$ cat src/rtl/nn_pkg.sv
`default_nettype none
// ============================================================================
// Module      : nn_pkg
// Description : Shared types and helpers for the NN classifier output path:
//               binary32 field layout, argmax FSM states and a NaN test.
// Revision    : 1.0 - initial release
// ============================================================================
package nn_pkg;

  localparam int         FP32_W       = 32;
  localparam logic [7:0] FP32_EXP_MAX = 8'hFF;

  typedef struct packed {
    logic        sign;
    logic [7:0]  exp;
    logic [22:0] mant;
  } fp32_t;

  typedef enum logic [0:0] {
    ST_ACCUM  = 1'b0,
    ST_RESULT = 1'b1
  } argmax_state_t;

  // A value is NaN when the exponent is saturated and the mantissa is non-zero
  function automatic logic fp32_is_nan(input fp32_t x);
    return (x.exp == FP32_EXP_MAX) && (x.mant != 23'd0);
  endfunction

endpackage
`default_nettype wire

$ cat src/rtl/fp32_gt.sv
`default_nettype none
// ============================================================================
// Module      : fp32_gt
// Description : Combinational strict greater-than for IEEE-754 binary32.
//               NaN ranks below every number, +0 equals -0.
// Revision    : 1.0 - initial release
// ============================================================================
module fp32_gt
  import nn_pkg::*;
(
  input  logic [FP32_W-1:0] a,
  input  logic [FP32_W-1:0] b,
  output logic              a_gt_b
);

  fp32_t w_a;
  fp32_t w_b;
  logic  w_a_nan;
  logic  w_b_nan;
  logic  w_both_zero;

  assign w_a         = fp32_t'(a);
  assign w_b         = fp32_t'(b);
  assign w_a_nan     = fp32_is_nan(w_a);
  assign w_b_nan     = fp32_is_nan(w_b);
  assign w_both_zero = (a[30:0] == 31'd0) && (b[30:0] == 31'd0);

  // Sign-magnitude ordering with NaN pinned below everything
  always_comb begin
    a_gt_b = 1'b0;
    if (w_a_nan) begin
      a_gt_b = 1'b0;
    end else if (w_b_nan) begin
      a_gt_b = 1'b1;
    end else if (w_both_zero) begin
      a_gt_b = 1'b0;
    end else if (w_a.sign != w_b.sign) begin
      a_gt_b = !w_a.sign;
    end else if (!w_a.sign) begin
      a_gt_b = (a[30:0] > b[30:0]);
    end else begin
      a_gt_b = (a[30:0] < b[30:0]);
    end
  end

endmodule
`default_nettype wire

$ cat src/rtl/stream_argmax.sv
`default_nettype none
// ============================================================================
// Module      : stream_argmax
// Description : Streaming top-1/top-2 tracker over one frame of binary32
//               class scores; result held until the consumer takes it.
// Revision    : 1.0 - initial release
// ============================================================================
module stream_argmax
  import nn_pkg::*;
#(
  parameter int N_CLASSES = 10,
  parameter int IDX_W     = (N_CLASSES > 1) ? $clog2(N_CLASSES) : 1,
  parameter int DATA_W    = 32
) (
  input  logic              clk,
  input  logic              reset,
  input  logic              in_valid,
  output logic              in_ready,
  input  logic [DATA_W-1:0] in_score,
  input  logic              in_last,
  output logic              out_valid,
  input  logic              out_ready,
  output logic [IDX_W-1:0]  out_index,
  output logic [DATA_W-1:0] out_score,
  output logic [IDX_W-1:0]  out_second_index,
  output logic              out_nan,
  output logic              out_len_err
);

  localparam logic [IDX_W-1:0] C_LAST_IDX = IDX_W'(N_CLASSES - 1);

  argmax_state_t     r_state;
  argmax_state_t     w_state_next;
  logic [IDX_W-1:0]  r_count;
  logic [DATA_W-1:0] r_top_score, w_top_score;
  logic [IDX_W-1:0]  r_top_idx,   w_top_idx;
  logic [DATA_W-1:0] r_sec_score, w_sec_score;
  logic [IDX_W-1:0]  r_sec_idx,   w_sec_idx;
  logic              r_sec_empty, w_sec_empty;
  logic              r_nan,       w_nan;
  logic              w_xfer;
  logic              w_first;
  logic              w_at_last;
  logic              w_close;
  logic              w_in_nan;
  logic              w_gt_top;
  logic              w_gt_sec;

  assign in_ready  = (r_state == ST_ACCUM) && !reset;
  assign out_valid = (r_state == ST_RESULT);
  assign w_xfer    = in_valid && in_ready;
  assign w_first   = (r_count == '0);
  assign w_at_last = (r_count == C_LAST_IDX);
  assign w_close   = w_xfer && (in_last || w_at_last);
  assign w_in_nan  = fp32_is_nan(fp32_t'(in_score));

  fp32_gt u_gt_top (
    .a      (in_score),
    .b      (r_top_score),
    .a_gt_b (w_gt_top)
  );

  fp32_gt u_gt_sec (
    .a      (in_score),
    .b      (r_sec_score),
    .a_gt_b (w_gt_sec)
  );

  // Next top/second trackers after folding in the incoming score
  always_comb begin
    w_top_score = r_top_score;
    w_top_idx   = r_top_idx;
    w_sec_score = r_sec_score;
    w_sec_idx   = r_sec_idx;
    w_sec_empty = r_sec_empty;
    w_nan       = r_nan;
    if (w_xfer) begin
      if (w_first) begin
        w_top_score = in_score;
        w_top_idx   = '0;
        w_sec_empty = 1'b1;
        w_nan       = w_in_nan;
      end else begin
        w_nan = r_nan | w_in_nan;
        if (w_gt_top) begin
          // Old leader is demoted; it beats everything the second slot held
          w_sec_score = r_top_score;
          w_sec_idx   = r_top_idx;
          w_sec_empty = 1'b0;
          w_top_score = in_score;
          w_top_idx   = r_count;
        end else if (r_sec_empty || w_gt_sec) begin
          w_sec_score = in_score;
          w_sec_idx   = r_count;
          w_sec_empty = 1'b0;
        end
      end
    end
  end

  // Frame accumulation vs. result hold
  always_comb begin
    w_state_next = r_state;
    case (r_state)
      ST_ACCUM:  if (w_close)   w_state_next = ST_RESULT;
      ST_RESULT: if (out_ready) w_state_next = ST_ACCUM;
      default:                  w_state_next = ST_ACCUM;
    endcase
  end

  // State, counter, trackers and the held result
  always_ff @(posedge clk) begin
    if (reset) begin
      r_state          <= ST_ACCUM;
      r_count          <= '0;
      r_top_score      <= '0;
      r_top_idx        <= '0;
      r_sec_score      <= '0;
      r_sec_idx        <= '0;
      r_sec_empty      <= 1'b1;
      r_nan            <= 1'b0;
      out_index        <= '0;
      out_score        <= '0;
      out_second_index <= '0;
      out_nan          <= 1'b0;
      out_len_err      <= 1'b0;
    end else begin
      r_state <= w_state_next;
      if (w_xfer) begin
        r_top_score <= w_top_score;
        r_top_idx   <= w_top_idx;
        r_sec_score <= w_sec_score;
        r_sec_idx   <= w_sec_idx;
        r_sec_empty <= w_sec_empty;
        r_nan       <= w_nan;
        r_count     <= w_close ? '0 : r_count + 1'b1;
      end
      if (w_close) begin
        out_index        <= w_top_idx;
        out_score        <= w_top_score;
        // A lone element is its own runner-up
        out_second_index <= w_sec_empty ? w_top_idx : w_sec_idx;
        out_nan          <= w_nan;
        out_len_err      <= !(in_last && w_at_last);
      end
    end
  end

endmodule
`default_nettype wire

$ cat config.mk
export PLATFORM = sky130hd
export DESIGN_NAME = stream_argmax
export DESIGN_NICKNAME = d
export VERILOG_FILES = /design/src/rtl/nn_pkg.sv /design/src/rtl/fp32_gt.sv /design/src/rtl/stream_argmax.sv
export SDC_FILE = /design/constraint.sdc
export NUM_CORES = 1
export LEC_CHECK = 0
export ABC_AREA = 0
export CAP_MARGIN = 20
export CORE_AREA = 2 2 108 110
export DETAILED_ROUTE_END_ITERATION = 8
export DIE_AREA = 0 0 110 112
export HOLD_SLACK_MARGIN = 0.1
export PLACE_DENSITY = 0.89
export RECOVER_POWER = 100
export SLEW_MARGIN = 20
export SYNTH_ARGS = -nofsm -noshare
export SYNTH_HDL_FRONTEND = slang
export SYNTH_SLANG_ARGS = --single-unit
$ cat constraint.sdc
create_clock -name clk -period 5.3 [get_ports clk]
set_input_delay 1.325 -clock clk [delete_from_list [all_inputs] [get_ports clk]]
set_output_delay 1.325 -clock clk [all_outputs]
set_load 0.05 [all_outputs]
Yosys cells after proc, flatten, opt, wreduce, memory -nomap -nowiden
Index checks and enable logic that the tools add are counted.

word-level totals
  word-level logic and storage cells = 83
  bits in registers = 121
  bits of input ports = 37

cells by class
  equality and inequality tests = 6
  magnitude comparators = 4
  bitwise logic cells = 3
  multiplexer cells = 33
  reduce and logical (&&, ||, !) cells = 23
  add/sub/neg operators = 1

operators with widths
  cell                                                           count
  32-bit 2-to-1 mux                                              5
  31-bit logical NOT                                             3
  23-bit nonzero test                                            3
  31-bit greater-than comparator                                 2
  31-bit less-than comparator                                    2
  4-bit 2-to-1 mux                                               9
  8-bit == test, second input constant                           3
  1-bit 2-to-1 mux                                               18
  1-bit logical AND                                              9
  4-bit by 1-bit adder with 4-bit output, second input constant  1
  4-bit == test, second input constant                           1
  4-bit logical NOT                                              1
  1-bit logical NOT                                              3
  3-bit AND reduction                                            1
  1-bit logical OR                                               2
  1-bit inequality test                                          2
  1-bit NOT                                                      2
  1-bit one-hot mux with 2 select lines                          1
  2-bit nonzero test                                             1
  1-bit OR                                                       1

Longest topological paths before layout
Gate-level depths: netlist of run 1.

  depth in word-level cells = 12
  depth in mapped cells = 13
  depth with buffers taken out = 11

Cells and area by module
From an unflattened synthesis of run 1, not the netlist that was laid out.

second synthesis, totals
  cell total of the unflattened synthesis = 766
  area total of the unflattened synthesis = 6,716.4 um^2

by module, submodules not included
  module         instances  sequential area each (um^2)  area an instance (um^2)  cells an instance
  stream_argmax  1          2,422.3                      4,714.5                  478
  fp32_gt        2          0.0                          1,001.0                  144

Least setup slack after synthesis of run 1
OpenSTA, ideal clock, no wires.

  path type = in2reg
  from = input port in_score[13]
  to = register out_score[26]
  stages on the path = 12
  data required time = 5,212 ps
  setup time = 88 ps
  setup slack = 1,711 ps
  buffers on the path = 2
  arrival = 3,501 ps
  path through = ha_1 > nand4_1 > nor3_1 > o31ai_1 > o211ai_1 > a32oi_1 > a311oi_4 > nand2b_1 > buf_4 > buf_4 > nand2_1 > a311oi_2

between the ends
  longest elaborated chain between the ends = 9
  elaborated cells on any way between the ends = 14

RTL lines
  item                                                                           line                          RTL
  start, declared                                                                stream_argmax.sv:19           input logic [DATA_W-1:0] in_score,
  31-bit greater-than comparator or 31-bit less-than comparator (tied branches)  fp32_gt.sv:40, fp32_gt.sv:42
  1-bit 2-to-1 mux                                                               fp32_gt.sv:39                 end else if (!w_a.sign) begin
  1-bit 2-to-1 mux                                                               fp32_gt.sv:37                 end else if (w_a.sign != w_b.sign) begin
  1-bit 2-to-1 mux                                                               fp32_gt.sv:35                 end else if (w_both_zero) begin
  1-bit 2-to-1 mux                                                               fp32_gt.sv:33                 end else if (w_b_nan) begin
  1-bit 2-to-1 mux *                                                             fp32_gt.sv:31                 if (w_a_nan) begin
  32-bit 2-to-1 mux *                                                            stream_argmax.sv:85           if (w_gt_top) begin
  32-bit 2-to-1 mux *                                                            stream_argmax.sv:78           if (w_first) begin
  32-bit 2-to-1 mux *                                                            stream_argmax.sv:77           if (w_xfer) begin
  end signal, assigned                                                           stream_argmax.sv:140          out_score <= w_top_score;
  end, declared                                                                  stream_argmax.sv:24           output logic [DATA_W-1:0] out_score,

Every way passes the cells marked *; elsewhere a longest branch is shown, timed or not.
A chain may end at the register's enable or synchronous reset.

Worst setup path in the final report of run 1
  from = input port in_score[30]
  to = register r_sec_score[27]

between the ends
  longest elaborated chain between the ends = 9
  elaborated cells on any way between the ends = 23

RTL lines
  item                                                                           line                          RTL
  31-bit greater-than comparator or 31-bit less-than comparator (tied branches)  fp32_gt.sv:40, fp32_gt.sv:42
  1-bit 2-to-1 mux                                                               fp32_gt.sv:39
  1-bit 2-to-1 mux                                                               fp32_gt.sv:37
  1-bit 2-to-1 mux                                                               fp32_gt.sv:35
  1-bit 2-to-1 mux                                                               fp32_gt.sv:33
  1-bit 2-to-1 mux                                                               fp32_gt.sv:31
  1-bit logical OR                                                               stream_argmax.sv:92           end else if (r_sec_empty || w_gt_sec) begin
  2-bit nonzero test (no line)                                                   -
  3-bit AND reduction (no line)                                                  -
  end signal, assigned                                                           stream_argmax.sv:132          r_sec_score <= w_sec_score;
  end, declared                                                                  stream_argmax.sv:37           logic [DATA_W-1:0] r_sec_score, w_sec_score;

Several ways; a longest one is shown, not always the timed one.

==> flow_metrics.env, run 1 <==
export IMPL_status="finished, violations left"
export IMPL_violations="capacitance limit, slew limit"
export IMPL_drtPass1Iterations=6
export IMPL_startpoint="in_score[30]"
export IMPL_dpl_cell_area_um2=7610
export IMPL_drtAntennaViolNets=0
export IMPL_port_buffers=80
export IMPL_startpoint_type="input pin"
export IMPL_post_cts_resized=0
export IMPL_holdBufCountCts=0
export IMPL_end_kind="flip-flop"
export IMPL_antenna_cells=0
export IMPL_rr_endpoint="r_sec_score[27]"
export IMPL_multi_input_comb_area_um2=3760
export IMPL_p_leak_uw=0.00297
export IMPL_synth_seq_cells=121
export IMPL_maxSlewHeadroom_pct=-63.1
export IMPL_gp_congestion=0.919
export IMPL_io_pins=81
export IMPL_setup_viol=0
export IMPL_grt_usage_pct=29.6
export IMPL_synthCells=835
export IMPL_clk_latency_ns=0.42
export IMPL_fp_row_count=39
export IMPL_r2r_slack_ns=1.65
export IMPL_die_area_um2=12300
export IMPL_die_y_um=112
export IMPL_syn_area_um2=6700
export IMPL_synth_compound_area_share_pct=23.8
export IMPL_final_max_slew_viol_count=36
export IMPL_synth_simple_gate_area_share_pct=20.6
export IMPL_timing_rr_start="r_top_score[30]"
export IMPL_grt_pass1_vias=5950
export IMPL_drtIter0Drc=487
export IMPL_synth_ff_type="dfxtp_1"
export IMPL_stdcell_area_um2=8120
export IMPL_gr_total_overflow=0
export IMPL_critPathArrivalTime_ns=5.11
export IMPL_powerDensity_nw_per_um2=328
export IMPL_cts_sinks=121
export IMPL_syn_to_final_growth_pct=21.2
export IMPL_path_max_fanout=64
export IMPL_grt_max_degree=65
export IMPL_numCtsBuffers=17
export IMPL_fill_cells=868
export IMPL_die_x_um=110
export IMPL_synth_adder_area_share_pct=12.1
export IMPL_yosysSeqAreaShare_pct=36.1
export IMPL_dp_cells=1024
export IMPL_skew_ns=0.00915
export IMPL_synth_top_area_share_pct=36.1
export IMPL_clockBufferDepth=2
export IMPL_drv_cap=1
export IMPL_yosysWarnings=0
export IMPL_async_flop_share_pct=0
export IMPL_viasPerCell=6.08
export IMPL_cts_htree_levels=4
export IMPL_wire_per_inst_um=16.6
export IMPL_required_ns=5.62
export IMPL_hold_path_class="flip-flop to flip-flop"
export IMPL_finalCriticalPeriod_ns=4.79
export IMPL_hpwl_um=11800
export IMPL_synthMuxAreaShare_pct=0.149
export IMPL_synth_xor_xnor_area_share_pct=0.392
export IMPL_fin_crit_sh_pct=90.3
export IMPL_hold_viol_final=0
export IMPL_syn_nets=937
export IMPL_worstSetupEndpoint="r_sec_score[27]"
export IMPL_coreArea_um2=11200
export IMPL_vias=6424
export IMPL_nNetsFinal=1002
export IMPL_synth_cell_type_count=51
export IMPL_synth_edff_count=0
export IMPL_fin_cells=1056
export IMPL_grt_pass1_wl_um=28900
export IMPL_synth_top_family_by_area="compound AO/OA/AOI/OAI gates"
export IMPL_finalSetupTns_ns=0
export IMPL_worst_pin_slew_ns=2.44
export IMPL_totalWireLength_um=17500
export IMPL_ir_drop_v=0.000229
export IMPL_timing_final_ws_setup_ns=0.514
export IMPL_initial_utilization_pct=60.0
export IMPL_fmax_mhz=209
export IMPL_rsz0062_at_grt="no"
export IMPL_path_clk_slew_ns=0.06
export IMPL_postSynthAreaPerCell_um2=8.03
export IMPL_synth_top_cells_by_area="dfxtp_1 36%, ha_1 12%, nor2_1 7.4%"
export IMPL_crit_type="input pin to flip-flop"
export IMPL_tritoncts="done"
export IMPL_drive_above_1_share_pct=6.68
export IMPL_drc=0
export IMPL_place_ws_ns=0.522
export IMPL_postCtsSetupRepairBufs=0
export IMPL_r2r_cells=11
export IMPL_yosysTopAreaCell="dfxtp_1"
export IMPL_cts_root_buf="clkbuf_16"
export IMPL_antenna_found_initial=0
export IMPL_seq_area_um2=2420
==> logic make-up (layout without fill, tap and decap cells) <==
group / after synthesis / after routing
multiplexers: 1 / 1
buffers and inverters: 111 / 189
flip-flops: 121 / 121
AO/OA/AOI/OAI: 216 / 216
AND/OR/NAND/NOR: 318 / 318
XOR/XNOR: 3 / 3
adder cells (fa/ha/maj): 65 / 65
==> synthesized netlist by cell type (2+ instances only) <==
master and number:
nor2_1 132, nand4_1 21, o31ai_1 2, o21ai_0 13
and3_1 2, buf_1 2, o41ai_1 4, nand3b_1 3
nand2_1 107, nand3_1 6, a21oi_1 95, buf_4 7
clkbuf_1 27, xor2_1 2, a22oi_1 3, nor3_1 13
a31oi_1 3, a311oi_1 8, buf_2 6, a211oi_1 39
ha_1 65, a311oi_2 25, nor4_1 26, o22ai_1 4
o21a_1 5, inv_1 69, dfxtp_1 121, a221oi_1 2
==> stage by stage <==
| step | utilization [%] | total power, µW | hold slack (ns) |
|---|---|---|---|
| 5_1_grt | 72.7 | 2770 | 0.483 |
| 3_3_place_gp | 68.1 | 1470 | 0.449 |
| 4_1_cts | 73.6 | 2680 | 0.470 |
| 3_5_place_dp | 68.1 | 1480 | 0.445 |
| 6_report | 72.7 | 2660 | 0.458 |
| 2_1_floorplan | - | 1320 | 0.450 |
==> how the worst min path moves through the flow <==
stage / start / depth (start not counted) / end / slack, ns
global placement: out_second_index[1] / 2 / out_second_index[1] / 0.45
detailed placement: out_second_index[3] / 2 / out_second_index[3] / 0.44
floorplan: r_top_idx[3] / 2 / r_top_idx[3] / 0.45
CTS: out_second_index[2] / 2 / out_second_index[2] / 0.47
finish: out_second_index[1] / 2 / out_second_index[1] / 0.46
global route: out_second_index[2] / 2 / out_second_index[2] / 0.48
==> layout by cell type, fill, tap and decap left out, types with 2 or more instances in the layout <==
cell type,Yosys,layout
bufinv_16,0,3
and3_1,2,2
nand3b_1,3,3
o22ai_1,4,4
o41ai_1,4,4
nand4_1,21,21
inv_1,69,69
nor2_1,132,131
dlygate4sd3_1,0,47
a21oi_1,95,95
clkdlybuf4s50_1,0,32
a221oi_1,2,2
a311oi_1,8,20
xor2_1,2,2
clkinvlp_4,0,3
nor4_1,26,26
a311oi_2,25,13
o21a_1,5,5
clkbuf_16,0,17
nor3_1,13,13
o31ai_1,2,2
dfxtp_1,121,121
o21ai_0,13,13
nand3_1,6,6
a211oi_1,39,39
a31oi_1,3,2
ha_1,65,65
buf_12,0,2
a22oi_1,3,3
inv_6,0,7
nand2_1,107,107
buf_4,7,6
==> flip-flops by register name, summed over array words and instances (netlist names) <==
name	count
r_top_score	32
out_valid	1
r_nan	1
out_score	32
out_nan	1
r_sec_score	32
r_sec_empty	1
r_sec_idx	4
out_second_index	4
out_index	4
r_top_idx	4
r_count	4
out_len_err	1
==> layout make-up <==
cell class,count,area share (%)
well taps,143,2.20
clock inverters,15,2.31
inverters,69,3.19
multi-input cells,603,46.3
repair buffers,88,10.9
flip-flops and latches,121,29.8
clock buffers,17,5.24
==> per-layer routing <==
layer | GRT usage, % | wire length (µm) | vias to the layer above
met1 | 39.5 | 7670 | 3011
met3 | 5.68 | 1040 | 40
met4 | 10.2 | 382 | 0
li1 | - | - | 3135
met2 | 47.4 | 8390 | 238
met5 | 0 | 0 | -
==> critical path: stages <==
cell	delay, ns
dlygate4sd3_1	0.68
ha_1	0.38
nand4_1	0.13
nor3_1	0.53
a211oi_1	0.16
o2bb2ai_1	0.45
nand3_1	0.25
a31oi_4	0.18
clkbuf_4	0.60
nor2_1	0.11
a211oi_1	0.25
==> report_power, final <==
group	switching (µW)	total, µW	internal (µW)
Clock	459	1210	749
Sequential	33.3	986	953
Combinational	302	470	169
No activity file was read; power rests on OpenSTA's default activity.
==> run 2: changes to the inputs <==
--- a/config.mk
+++ b/config.mk
@@ -13,7 +13,6 @@
 export HOLD_SLACK_MARGIN = 0.1
 export PLACE_DENSITY = 0.89
 export RECOVER_POWER = 100
-export SLEW_MARGIN = 20
 export SYNTH_ARGS = -nofsm -noshare
 export SYNTH_HDL_FRONTEND = slang
 export SYNTH_SLANG_ARGS = --single-unit
==> results of run 2 <==
The final DEF is identical to that of run 1; final timing and power are the same.
